## src/rtl/mips_debug_unit_if.sv

```systemverilog
`default_nettype none
// ============================================================================
//  Module   : mips_debug_unit_if
//  Purpose  : Byte-link and core debug-port bundle for the MIPS debug unit.
//             The master view belongs to the debug unit. The slave view
//             belongs to the link and core side.
//  Revision : 1.0 - initial release
// ============================================================================
interface mips_debug_unit_if #(
    parameter int DATA_W  = 32,
    parameter int N_LATCH = 4
);
    // Byte link
    logic [7:0]                rx_data;
    logic                      rx_valid;
    logic [7:0]                tx_data;
    logic                      tx_valid;
    logic                      tx_ready;

    // Core control and loader
    logic                      mips_enable;
    logic                      debug_flag;
    logic [DATA_W-1:0]         in_addr_mem_inst;
    logic [DATA_W-1:0]         in_ins_to_mem;
    logic                      wea_ram_inst;
    logic [DATA_W-1:0]         in_addr_debug;

    // Core state readback
    logic [DATA_W-1:0]         out_pc;
    logic [DATA_W-1:0]         out_reg1_recolector;
    logic [DATA_W-1:0]         out_mem_wire;
    logic [N_LATCH*DATA_W-1:0] latches;
    logic                      halt_flag;

    modport master (
        input  rx_data, rx_valid, tx_ready,
        input  out_pc, out_reg1_recolector, out_mem_wire, latches, halt_flag,
        output tx_data, tx_valid, mips_enable, debug_flag,
        output in_addr_mem_inst, in_ins_to_mem, wea_ram_inst, in_addr_debug
    );

    modport slave (
        output rx_data, rx_valid, tx_ready,
        output out_pc, out_reg1_recolector, out_mem_wire, latches, halt_flag,
        input  tx_data, tx_valid, mips_enable, debug_flag,
        input  in_addr_mem_inst, in_ins_to_mem, wea_ram_inst, in_addr_debug
    );
endinterface
`default_nettype wire

```

## src/rtl/mips_debug_unit.sv

```systemverilog
`default_nettype none
// ============================================================================
//  Module   : mips_debug_unit
//  Purpose  : Program loader and debug controller for the pipelined MIPS
//             core. It loads instruction memory from a byte stream, runs the
//             core continuously or for a single step, and then dumps the PC,
//             registers, data memory and pipeline latches back to the host.
//  Revision : 1.0 - initial release
// ============================================================================
module mips_debug_unit #(
    parameter int DATA_W  = 32,
    parameter int N_REGS  = 32,
    parameter int N_MEM   = 16,
    parameter int N_LATCH = 4,
    parameter int CNT_W   = 16
) (
    input  wire logic         clk,
    input  wire logic         reset,
    mips_debug_unit_if.master bus
);
    localparam int WORD_BYTES  = DATA_W / 8;
    localparam int LEN_BYTES   = CNT_W / 8;
    localparam int REG_BASE    = 1;
    localparam int MEM_BASE    = REG_BASE + N_REGS;
    localparam int LAT_BASE    = MEM_BASE + N_MEM;
    localparam int TOTAL_WORDS = LAT_BASE + N_LATCH;
    localparam int IDX_W       = $clog2(TOTAL_WORDS + 1);

    localparam logic [7:0]       CMD_LOAD  = 8'h01;
    localparam logic [7:0]       CMD_RUN   = 8'h02;
    localparam logic [7:0]       CMD_STEP  = 8'h03;
    localparam logic [7:0]       ACK_BYTE  = 8'hAA;
    localparam logic [7:0]       WORD_LAST = 8'(WORD_BYTES - 1);
    localparam logic [7:0]       LEN_LAST  = 8'(LEN_BYTES - 1);
    localparam logic [IDX_W-1:0] DUMP_LAST = IDX_W'(TOTAL_WORDS - 1);

    typedef enum logic [3:0] {
        IDLE      = 4'd0,
        LEN       = 4'd1,
        WORD      = 4'd2,
        WRITE     = 4'd3,
        ACK       = 4'd4,
        RUN       = 4'd5,
        STEP      = 4'd6,
        DUMP_ADDR = 4'd7,
        DUMP_CAP  = 4'd8,
        DUMP_TX   = 4'd9
    } state_t;

    state_t            state;
    logic [7:0]        byte_cnt;
    logic [CNT_W-1:0]  prog_len;
    logic [CNT_W-1:0]  word_idx;
    logic [DATA_W-1:0] shreg;
    logic [IDX_W-1:0]  dump_idx;

    logic [CNT_W-1:0]  len_next;
    logic [DATA_W-1:0] word_next;
    logic [DATA_W-1:0] shreg_shifted;
    logic [DATA_W-1:0] dump_word;
    logic [DATA_W-1:0] dump_addr;
    int                dump_pos;

    // Incoming bytes are shifted in MSB first. Outgoing bytes leave from the top of shreg.
    assign len_next      = (prog_len << 8) | CNT_W'(bus.rx_data);
    assign shreg_shifted = shreg << 8;
    assign word_next     = shreg_shifted | DATA_W'(bus.rx_data);
    assign dump_pos      = {{(32-IDX_W){1'b0}}, dump_idx};

    // Map the dump word position to a debug read address and its data source.
    always_comb begin
        dump_word = bus.out_pc;
        dump_addr = '0;
        if (dump_pos >= REG_BASE && dump_pos < MEM_BASE) begin
            dump_addr = DATA_W'(dump_pos - REG_BASE);
            dump_word = bus.out_reg1_recolector;
        end else if (dump_pos >= MEM_BASE && dump_pos < LAT_BASE) begin
            dump_addr = DATA_W'(dump_pos - MEM_BASE);
            dump_word = bus.out_mem_wire;
        end
        for (int k = 0; k < N_LATCH; k++) begin
            if (dump_pos == LAT_BASE + k) begin
                dump_word = bus.latches[k*DATA_W +: DATA_W];
            end
        end
    end

    // Control FSM. All outputs are registered here.
    always_ff @(posedge clk) begin
        if (!reset) begin
            state                <= IDLE;
            byte_cnt             <= '0;
            prog_len             <= '0;
            word_idx             <= '0;
            shreg                <= '0;
            dump_idx             <= '0;
            bus.tx_data          <= '0;
            bus.tx_valid         <= 1'b0;
            bus.mips_enable      <= 1'b0;
            bus.debug_flag       <= 1'b0;
            bus.in_addr_mem_inst <= '0;
            bus.in_ins_to_mem    <= '0;
            bus.wea_ram_inst     <= 1'b0;
            bus.in_addr_debug    <= '0;
        end else begin
            bus.wea_ram_inst <= 1'b0;
            case (state)
                IDLE: begin
                    if (bus.rx_valid) begin
                        case (bus.rx_data)
                            CMD_LOAD: begin
                                state          <= LEN;
                                byte_cnt       <= '0;
                                prog_len       <= '0;
                                word_idx       <= '0;
                                bus.debug_flag <= 1'b1;
                            end
                            CMD_RUN: begin
                                state           <= RUN;
                                bus.mips_enable <= 1'b1;
                            end
                            CMD_STEP: begin
                                state           <= STEP;
                                bus.mips_enable <= 1'b1;
                            end
                            default: state <= IDLE;
                        endcase
                    end
                end

                LEN: begin
                    if (bus.rx_valid) begin
                        prog_len <= len_next;
                        if (byte_cnt == LEN_LAST) begin
                            byte_cnt <= '0;
                            if (len_next == '0) begin
                                state        <= ACK;
                                bus.tx_valid <= 1'b1;
                                bus.tx_data  <= ACK_BYTE;
                            end else begin
                                state <= WORD;
                            end
                        end else begin
                            byte_cnt <= byte_cnt + 8'd1;
                        end
                    end
                end

                // In WRITE a new byte is accepted as the first byte of the next word.
                WORD, WRITE: begin
                    if (state == WRITE && word_idx == prog_len) begin
                        state        <= ACK;
                        bus.tx_valid <= 1'b1;
                        bus.tx_data  <= ACK_BYTE;
                    end else if (bus.rx_valid) begin
                        shreg <= word_next;
                        if (byte_cnt == WORD_LAST) begin
                            byte_cnt             <= '0;
                            bus.wea_ram_inst     <= 1'b1;
                            bus.in_addr_mem_inst <= DATA_W'(word_idx) << 2;
                            bus.in_ins_to_mem    <= word_next;
                            word_idx             <= word_idx + CNT_W'(1);
                            state                <= WRITE;
                        end else begin
                            byte_cnt <= byte_cnt + 8'd1;
                            state    <= WORD;
                        end
                    end else begin
                        state <= WORD;
                    end
                end

                ACK: begin
                    if (bus.tx_ready) begin
                        bus.tx_valid   <= 1'b0;
                        bus.debug_flag <= 1'b0;
                        state          <= IDLE;
                    end
                end

                RUN: begin
                    if (bus.halt_flag) begin
                        bus.mips_enable <= 1'b0;
                        bus.debug_flag  <= 1'b1;
                        dump_idx        <= '0;
                        state           <= DUMP_ADDR;
                    end
                end

                STEP: begin
                    bus.mips_enable <= 1'b0;
                    bus.debug_flag  <= 1'b1;
                    dump_idx        <= '0;
                    state           <= DUMP_ADDR;
                end

                DUMP_ADDR: begin
                    bus.in_addr_debug <= dump_addr;
                    state             <= DUMP_CAP;
                end

                // The address has been stable for a full cycle, so read data is valid.
                DUMP_CAP: begin
                    shreg        <= dump_word;
                    bus.tx_data  <= dump_word[DATA_W-1 -: 8];
                    bus.tx_valid <= 1'b1;
                    byte_cnt     <= '0;
                    state        <= DUMP_TX;
                end

                DUMP_TX: begin
                    if (bus.tx_ready) begin
                        if (byte_cnt == WORD_LAST) begin
                            bus.tx_valid <= 1'b0;
                            byte_cnt     <= '0;
                            if (dump_idx == DUMP_LAST) begin
                                bus.debug_flag <= 1'b0;
                                state          <= IDLE;
                            end else begin
                                dump_idx <= dump_idx + IDX_W'(1);
                                state    <= DUMP_ADDR;
                            end
                        end else begin
                            shreg       <= shreg_shifted;
                            bus.tx_data <= shreg_shifted[DATA_W-1 -: 8];
                            byte_cnt    <= byte_cnt + 8'd1;
                        end
                    end
                end

                default: state <= IDLE;
            endcase
        end
    end
endmodule
`default_nettype wire

```

## src/flat_wrapper.sv

```systemverilog
// flat-port wrapper written by rule: the top's interface ports become plain ports
module mips_debug_unit_flat 
#(
    parameter int DATA_W  = 32,
    parameter int N_REGS  = 32,
    parameter int N_MEM   = 16,
    parameter int N_LATCH = 4,
    parameter int CNT_W   = 16
)
  (clk, reset, bus_rx_data, bus_rx_valid, bus_tx_ready, bus_out_pc, bus_out_reg1_recolector, bus_out_mem_wire, bus_latches, bus_halt_flag, bus_tx_data, bus_tx_valid, bus_mips_enable, bus_debug_flag, bus_in_addr_mem_inst, bus_in_ins_to_mem, bus_wea_ram_inst, bus_in_addr_debug);
  mips_debug_unit_if #(.DATA_W(DATA_W), .N_LATCH(N_LATCH)) bus_i ();
  input  wire logic clk;
  input  wire logic reset;
  input wire logic [$bits(bus_i.rx_data)-1:0] bus_rx_data;
  input wire logic [$bits(bus_i.rx_valid)-1:0] bus_rx_valid;
  input wire logic [$bits(bus_i.tx_ready)-1:0] bus_tx_ready;
  input wire logic [$bits(bus_i.out_pc)-1:0] bus_out_pc;
  input wire logic [$bits(bus_i.out_reg1_recolector)-1:0] bus_out_reg1_recolector;
  input wire logic [$bits(bus_i.out_mem_wire)-1:0] bus_out_mem_wire;
  input wire logic [$bits(bus_i.latches)-1:0] bus_latches;
  input wire logic [$bits(bus_i.halt_flag)-1:0] bus_halt_flag;
  output wire logic [$bits(bus_i.tx_data)-1:0] bus_tx_data;
  output wire logic [$bits(bus_i.tx_valid)-1:0] bus_tx_valid;
  output wire logic [$bits(bus_i.mips_enable)-1:0] bus_mips_enable;
  output wire logic [$bits(bus_i.debug_flag)-1:0] bus_debug_flag;
  output wire logic [$bits(bus_i.in_addr_mem_inst)-1:0] bus_in_addr_mem_inst;
  output wire logic [$bits(bus_i.in_ins_to_mem)-1:0] bus_in_ins_to_mem;
  output wire logic [$bits(bus_i.wea_ram_inst)-1:0] bus_wea_ram_inst;
  output wire logic [$bits(bus_i.in_addr_debug)-1:0] bus_in_addr_debug;
  assign bus_i.rx_data = bus_rx_data;
  assign bus_i.rx_valid = bus_rx_valid;
  assign bus_i.tx_ready = bus_tx_ready;
  assign bus_i.out_pc = bus_out_pc;
  assign bus_i.out_reg1_recolector = bus_out_reg1_recolector;
  assign bus_i.out_mem_wire = bus_out_mem_wire;
  assign bus_i.latches = bus_latches;
  assign bus_i.halt_flag = bus_halt_flag;
  assign bus_tx_data = bus_i.tx_data;
  assign bus_tx_valid = bus_i.tx_valid;
  assign bus_mips_enable = bus_i.mips_enable;
  assign bus_debug_flag = bus_i.debug_flag;
  assign bus_in_addr_mem_inst = bus_i.in_addr_mem_inst;
  assign bus_in_ins_to_mem = bus_i.in_ins_to_mem;
  assign bus_wea_ram_inst = bus_i.wea_ram_inst;
  assign bus_in_addr_debug = bus_i.in_addr_debug;
  mips_debug_unit #(.DATA_W(DATA_W), .N_REGS(N_REGS), .N_MEM(N_MEM), .N_LATCH(N_LATCH), .CNT_W(CNT_W)) u_core (.clk(clk), .reset(reset), .bus(bus_i));
endmodule
```

## config.mk

```make
export PLATFORM = sky130hd
export DESIGN_NAME = mips_debug_unit_flat
export DESIGN_NICKNAME = d
export VERILOG_FILES = /design/src/rtl/mips_debug_unit_if.sv /design/src/rtl/mips_debug_unit.sv /design/src/flat_wrapper.sv
export SDC_FILE = /design/constraint.sdc
export NUM_CORES = 1
export LEC_CHECK = 0
export BUFFER_PORTS_ARGS = -buffer_cell sky130_fd_sc_hd__buf_4
export CELL_PAD_IN_SITES_DETAIL_PLACEMENT = 0
export CELL_PAD_IN_SITES_GLOBAL_PLACEMENT = 1
export CORE_UTILIZATION = 30
export CTS_CLUSTER_DIAMETER = 80
export CTS_CLUSTER_SIZE = 20
export DETAILED_ROUTE_END_ITERATION = 6
export PLACE_DENSITY = 0.74
export SYNTH_ARGS = -nofsm -noshare
export SYNTH_HDL_FRONTEND = slang
export SYNTH_SLANG_ARGS = --single-unit
```

## constraint.sdc

```tcl
create_clock -name clk -period 2.4 [get_ports clk]
set_input_delay 0.6 -clock clk [delete_from_list [all_inputs] [get_ports clk]]
set_output_delay 0.6 -clock clk [all_outputs]
set_load 0.005 [all_outputs]
```

==> results of run 1 <==
[critical path, cell delays in order (launching register included)]
cell	delay, ns
dfxtp_4	0.36
inv_4	0.05
ha_4	0.12
or3b_4	0.39
a221oi_4	0.35
buf_6	0.18
buf_16	0.14
mux2_4	0.30
o221ai_2	0.14
a21oi_1	0.09
a221o_1	0.26
[cells in the mapped netlist (all sizes together), types with 20 or more instances]
cell type | count | area [µm²]
a211oi | 20 | 160.2
a21oi | 101 | 505.5
a221oi | 23 | 207.7
buf | 69 | 466.7
clkbuf | 57 | 214.0
dfxtp | 141 | 2823
nand2 | 151 | 566.8
nand3 | 33 | 165.2
nand4 | 23 | 143.9
nor2 | 58 | 217.7
nor2b | 22 | 137.6
o21ai | 30 | 153.9
o221a | 20 | 225.2
o221ai | 32 | 280.3
xor2 | 23 | 201.4
[registers in the layout (all words and copies together), names as in the netlist]
register,count
u_core.bus.in_ins_to_mem,32
u_core.shreg,24
u_core.bus.in_addr_mem_inst,16
u_core.prog_len,16
u_core.word_idx,16
u_core.bus.tx_data,8
u_core.byte_cnt,8
u_core.bus.in_addr_debug,7
u_core.dump_idx,6
u_core.state,4
u_core.bus.debug_flag,1
u_core.bus.mips_enable,1
u_core.bus.tx_valid,1
u_core.bus.wea_ram_inst,1
[worst min-delay path by stage]
stage | slack, ns | to | start | cells after the start
after detailed placement | 0.44 | u_core.bus.in_addr_mem_inst[9] | u_core.bus.in_addr_mem_inst[9] | 2
final | 0.45 | u_core.bus.in_addr_mem_inst[7] | u_core.bus.in_addr_mem_inst[7] | 2
after floorplan | 0.45 | u_core.bus.in_ins_to_mem[10] | u_core.shreg[2] | 2
after CTS | 0.45 | u_core.bus.in_addr_mem_inst[9] | u_core.bus.in_addr_mem_inst[9] | 2
after global placement | 0.44 | u_core.bus.in_ins_to_mem[17] | u_core.bus.in_ins_to_mem[17] | 2
after global routing | 0.47 | u_core.bus.in_addr_mem_inst[11] | u_core.bus.in_addr_mem_inst[11] | 2
[metrics by stage]
stage / instance area, µm² / std cells / hold slack [ns] / setup WS, ns / TNS [ns]
4_1_cts: 12830 / 1807 / 0.4547 / -0.08500 / -0.5055
5_1_grt: 13140 / 1817 / 0.4728 / -0.1684 / -2.039
3_5_place_dp: 12000 / 1769 / 0.4450 / -0.2093 / -2.425
3_3_place_gp: 12000 / 1769 / 0.4409 / -0.2800 / -2.732
2_1_floorplan: 8569 / 1066 / 0.4464 / -0.01658 / -0.1324
6_report: 13140 / 1817 / 0.4532 / -0.08731 / -0.4677
[logic make-up (layout without fill, tap and decap cells)]
logic type      count (synthesis)  in the layout
fa+ha+maj                       7              7
flops                         141            141
other cells                     1             16
buf+inv                       141            514
mux                            18             18
simple gates                  366            366
xor+xnor                       32             32
compound gates                345            345
[final cells by class]
class | count | area share
multi-input cells | 784 | 0.4028
repair buffers | 467 | 0.2939
flip-flops and latches | 141 | 0.2155
well taps | 378 | 0.03599
clock buffers | 17 | 0.03237
clock inverters | 15 | 0.01495
inverters | 15 | 0.004475
[repair_timing]
action | 4_1_cts | 5_1_grt
pin swaps | 12 | 14
setup endpoints to repair | 15 | 44
cloned | 2 | 3
setup buffers | 4 | 7
resized for setup | 28 | 39
[layer usage]
metal	wire length, µm	GRT usage	vias to the layer above
li1	-	-	4634
met4	740	0.06855	0
met2	15890	0.3770	331
met1	17150	0.3371	4635
met3	2168	0.04860	42
met5	0	0	-
[power by group through the flow]
stage	Clock (mW)	Sequential, mW	Combinational [mW]
floorplan	0	2.53	0.867
global placement	0	2.57	1.76
detailed placement	0	2.57	1.76
CTS	2.82	2.52	1.78
global route	2.93	2.54	1.96
finish	2.76	2.53	1.81
==> results.md, run 1 <==
- Status: finished, violations left
- Final WL: 35,940 µm
- Worst reg2reg startpoint: u_core.dump_idx[0]
- Largest net degree at the start of global routing: 60
- Slew HR: 0.4897
- Critical path class: flip-flop to flip-flop
- Peak supply drop: ~0.00042 V
- FF-to-FF path depth: 10
- PortBufs: approximately 330
- Internal reg-to-reg setup slack: -0.09 ns
- Multiplexer share of the synthesized area: 0.02379
- Most frequent cells in the layout: buf_4 (437), nand2_1 (151), dfxtp_1 (136)
- Worst EP arrival: ~2.8 ns
- Combinational family with the most area after synthesis: compound AO/OA/AOI/OAI gates
- Critical path launch point type: flip-flop
- Die W: between 150 and 200 µm
- Syn_area_per_cell: 8.057 µm²
- Tmin final: roughly 2.5 ns
- Routed vias: 9,642
- CP Capture Point: u_core.shreg[5]
- Worst EP required: between 2 and 3 ns
- Clock power share: 0.389
- FMAX: approximately 0.4 GHz
- DP Wirelength: 27,860 µm
- Via/cell ratio: between 5 and 6
- Worst-margin pin slew: roughly 0.76 ns
- Area of the multi-input gates: ~5300 µm²
- Ant. Diodes: 0
- Switching share of total power: 0.3176
- Reg area: 2831 µm²
- Final-report setup violation count: 16
- Total power: 7.100 mW
- First-pass iteration count of the detailed router: 7
- Leakage: around 5.4 nW
- Power per cell area: between 500 and 600 nW/µm²
- Initial antenna violation count: 0
- Power share of the sequential group: 0.356
- Max cap viols: 0
- Die area: 28,900 µm²
- Post-synth EDFFs: 0
- Post-synth cell types: 76
- Overflow after GRT: 0
- DRC: 2
- I/O pins: 345
- Simple-Gate Fraction of Synth Area: 0.2110
- RSZ-0062 raised after global routing: yes
- Post-synthesis sequential area ratio: 0.3333
- Internal Power: 4.845 mW
- Row count: between 60 and 70
- CTS tree: done
- Starting DRT DRC Count: ~650
- Post-route setup slack: -0.08731 ns
- First-pass GRT wire length: 53,480 µm
- Layout cells sized above 1: 0.4225
- TritonCTS buffer count: 17
- Gate power share: 0.255
- Syn-to-layout area delta: 55.19%
- Post-synthesis cell area: around 8500 µm²
- Most common cell after layout, fill and taps aside: buf_4
- H-Tree Depth: 4
- Die Ht: 170.0 µm
- Hold-fix buffers, CTS: 0
- Clock insertion delay at the later pin of the skew report: approximately 0.43 ns
- Max Slew Vio Count: 0
- Net Sw Power: ~2.3 mW
- Mapped Cells: approximately 1,100
- Root Buffer: clkbuf_16
- Hold Violations, Final: 0
- Flops & latches, synth: ~140
- Worst-path clk slew: roughly 0.080 ns
- Worst R2R End: u_core.shreg[5]
- Wire length per cell: roughly 20 µm
- Crit path from: u_core.dump_idx[0]
- Final Skew: ~0.014 ns
- Clk sinks: 141
- Ys async rst share: 0
- Via count of the first global-routing pass: a little over 9,000
- RePlAce Congestion: between 0.8 and 0.9
- Crit share post-route: 1.036
- Post-Synth Adder-Cell Area: 0.01034
- Synth Area in Compound Gates: 0.3010
- Yosys warns: 0
- Routed Antenna Nets: 0
- Final Util: 0.4730
- All-Layer GR Usage: 0.2425
- Nets: ~1,700
- Failing checks: design-rule violations, negative setup slack
- Longest Clk Path Bufs: 2
- Starting Density: 0.3048
- Ys flop type: dfxtp_1
- Worst min path class: flip-flop to flip-flop
- Worst Setup End Kind: flip-flop
- Core Area: roughly 28,000 µm²
- Post-Synth XOR/XNOR Area: 0.03310
- Crit-path max FO: 6
- FILL cells: roughly 2,800
Note: power is estimated with default switching activity, not from simulation.
==> run 2: changes to the inputs <==
CORE_UTILIZATION = 31   (was 30)
PLACE_DENSITY = 0.77   (was 0.74)
==> run 2 against run 1 <==
Compared with the run above: the run ends with negative setup slack left; routed wire length is 1.1% higher; total power fell by 1.6%; clock power shrank 3%; final area decreased by 0.75%; worst setup slack lost 0.041 ns; sequential power is essentially flat; core utilization is 1.2 points higher; sequential share of layout area up 0.20 points; largest cell class unchanged; largest power group unchanged.
==> results.md, run 2 (same netlist as run 1, synthesis figures left out) <==
- I/O pins: roughly 350
- Worst reg2reg startpoint: u_core.dump_idx[1]
- Final WL: around 36,000 µm
- FF-to-FF path depth: 10
- Fin cells: 1,783
- Clk sinks: ~140
- Area of the multi-input gates: 5325 µm²
- All-Layer GR Usage: 0.2487
- Syn-to-layout area delta: 54.02%
- Hold Violations, Final: 0
- First-pass GRT wire length: approximately 54,000 µm
- Worst R2R End: u_core.bus.tx_data[3]
- Worst Hold End: u_core.bus.in_addr_mem_inst[8]
- Crit-path max FO: 6
- CTS tree: done
- Largest net degree at the start of global routing: 51
- Final Skew: roughly 0.014 ns
- CP max stage cell: or3b_4
- RSZ-0062 raised after global routing: yes
- TNS Setup: -1.558 ns
- Max cap viols: 0
- Tmin final: between 2 and 3 ns
- Final-report setup violation count: 22
- Slew HR: 0.4941
- Die Ht: roughly 170 µm
- DP Wirelength: approximately 28,000 µm
- Crit share post-route: 1.053
- Routed vias: 9,830
- Peak supply drop: approximately 0.00044 V
- Status: finished, violations left
- Hold-fix buffers, CTS: 0
- DP Cell Count: approximately 1,700
- Reg area: about 2800 µm²
- Clock insertion delay at the later pin of the skew report: 0.43 ns
- Critical path class: flip-flop to flip-flop
- Fin Hold WS: 0.4543 ns
- Number of flip-flops in the largest register: 32
- Root Buffer: clkbuf_16
- Cell Area, Placed: around 12,000 µm²
- Crit-path leading delay family: compound AO/OA/AOI/OAI gates
- PortBufs: about 330
- RePlAce Congestion: 0.8898
- DRC: 0
- Max Slew Vio Count: 0
- Row count: 60
- Failing checks: negative setup slack
- Biggest regs: u_core.bus.in_ins_to_mem (32), u_core.shreg (24)
- Post-route setup slack: -0.1284 ns
- Most frequent cells in the layout: buf_4 (444), nand2_1 (151), dfxtp_1 (134)
- Bufs and invs on worst path: 3
- Longest Clk Path Bufs: 2
- Internal reg-to-reg setup slack: -0.13 ns
- Power per cell area: about 540 nW/µm²
- Die area: between 20,000 and 30,000 µm²
- Critical path launch point type: flip-flop
- Initial antenna violation count: 1
- Critical path cell sequence: inv_4, ha_4, or3b_4, a221oi_4, buf_6, clkbuf_16, mux2_2, o221ai_2, a2bb2oi_2, o221a_2
- Worst-path clk slew: 0.07 ns
- H-Tree Depth: 4
- Worst Setup End Kind: flip-flop
- Worst min path class: flip-flop to flip-flop
- First-pass iteration count of the detailed router: 5
- Nets: ~1,700
- Most flops, register: u_core.bus.in_ins_to_mem
- TritonCTS buffer count: 17
- Most common cell after layout, fill and taps aside: buf_4
- Wire length per cell: around 20 µm
- Ant. Diodes: 0
- Leakage: ~5.4 nW
- FILL cells: 2,625
- Slowest stage delay, CP: 0.39 ns
- Routed Antenna Nets: 0
- Worst EP arrival: around 2.8 ns
- WHS Path Cells: 2
- Die W: 167.3 µm
- Starting Density: 0.3151
- Via/cell ratio: ~5.5
- Starting DRT DRC Count: about 810
- Core Area: roughly 27,000 µm²
- Overflow after GRT: 0
- FMAX: about 0.40 GHz
- Hold_sp: u_core.bus.in_addr_mem_inst[8]
- Layout cells sized above 1: 0.4307
- Final instance area: ~13,000 µm²
- Worst-margin pin slew: ~0.76 ns
- Via count of the first global-routing pass: 9,370
- Worst EP required: ~2.7 ns
## run 2: cell count changes in the layout (fill, tap and decap cells not counted), sizes merged
cell	delta
buf	+2
clkbuf	+2
clkinv	-4
inv	+3
## run 2: layout make-up
cell class,instances,share of cell area
Clock buffer,18,0.03290
Inverter,15,0.004701
Timing Repair Buffer,470,0.2916
Tap cell,341,0.03271
Clock inverter,14,0.01228
Sequential cell,141,0.2175
Multi-Input combinational cell,784,0.4083
## run 2: worst max-delay path by stage
stage / startpoint / to / slack [ns] / depth (start not counted)
2_1_floorplan: u_core.dump_idx[0] / u_core.shreg[5] / -0.02 / 10
3_3_place_gp: u_core.dump_idx[1] / u_core.shreg[19] / -0.08 / 8
3_5_place_dp: bus_rx_data[2] / u_core.bus.tx_data[4] / -0.13 / 9
6_report: u_core.dump_idx[1] / u_core.bus.tx_data[3] / -0.13 / 10
4_1_cts: u_core.dump_idx[1] / u_core.shreg[0] / -0.08 / 9
5_1_grt: u_core.dump_idx[1] / u_core.bus.tx_data[2] / -0.20 / 11
## run 2: metrics by stage
step                total power, mW  worst slack, ns    util
detailed placement            4.288          -0.1292  0.4424
global route                  7.294          -0.1952  0.4853
global placement              4.268         -0.08485  0.4424
floorplan                     3.394         -0.01658       -
CTS                           6.964         -0.08057  0.4662
finish                        6.987          -0.1284  0.4853
## run 2: layer usage
metal | GRT usage | vias up | routed length [µm] | part of all wire
li1 | - | 4637 | - | -
met1 | 0.3413 | 4758 | 16660 | 0.46
met2 | 0.3999 | 404 | 16680 | 0.46
met3 | 0.04822 | 29 | 2393 | 0.066
met4 | 0.05943 | 2 | 578 | 0.016
met5 | 0 | - | 17 | 0.00047
## run 2: worst min-delay path, stage by stage (launching register included)
cell     delay (ns)
dfxtp_1        0.31
nand2_1        0.05
a21oi_1        0.05
## run 2: power breakdown
group / switching (mW) / total [mW] / leakage (nW) / internal [mW]
clock network: 1.19 / 2.68 / 0.288 / 1.49
logic: 0.875 / 1.77 / 3.99 / 0.898
registers: 0.117 / 2.54 / 1.14 / 2.42
total: 2.18 / 6.99 / 5.41 / 4.80
## run 2: timing repair
item | CTS | global route
gates cloned | 0 | 6
buffers inserted | 0 | 16
setup endpoints to repair | 17 | 48
resized for setup | 9 | 64
pin swaps | 0 | 53
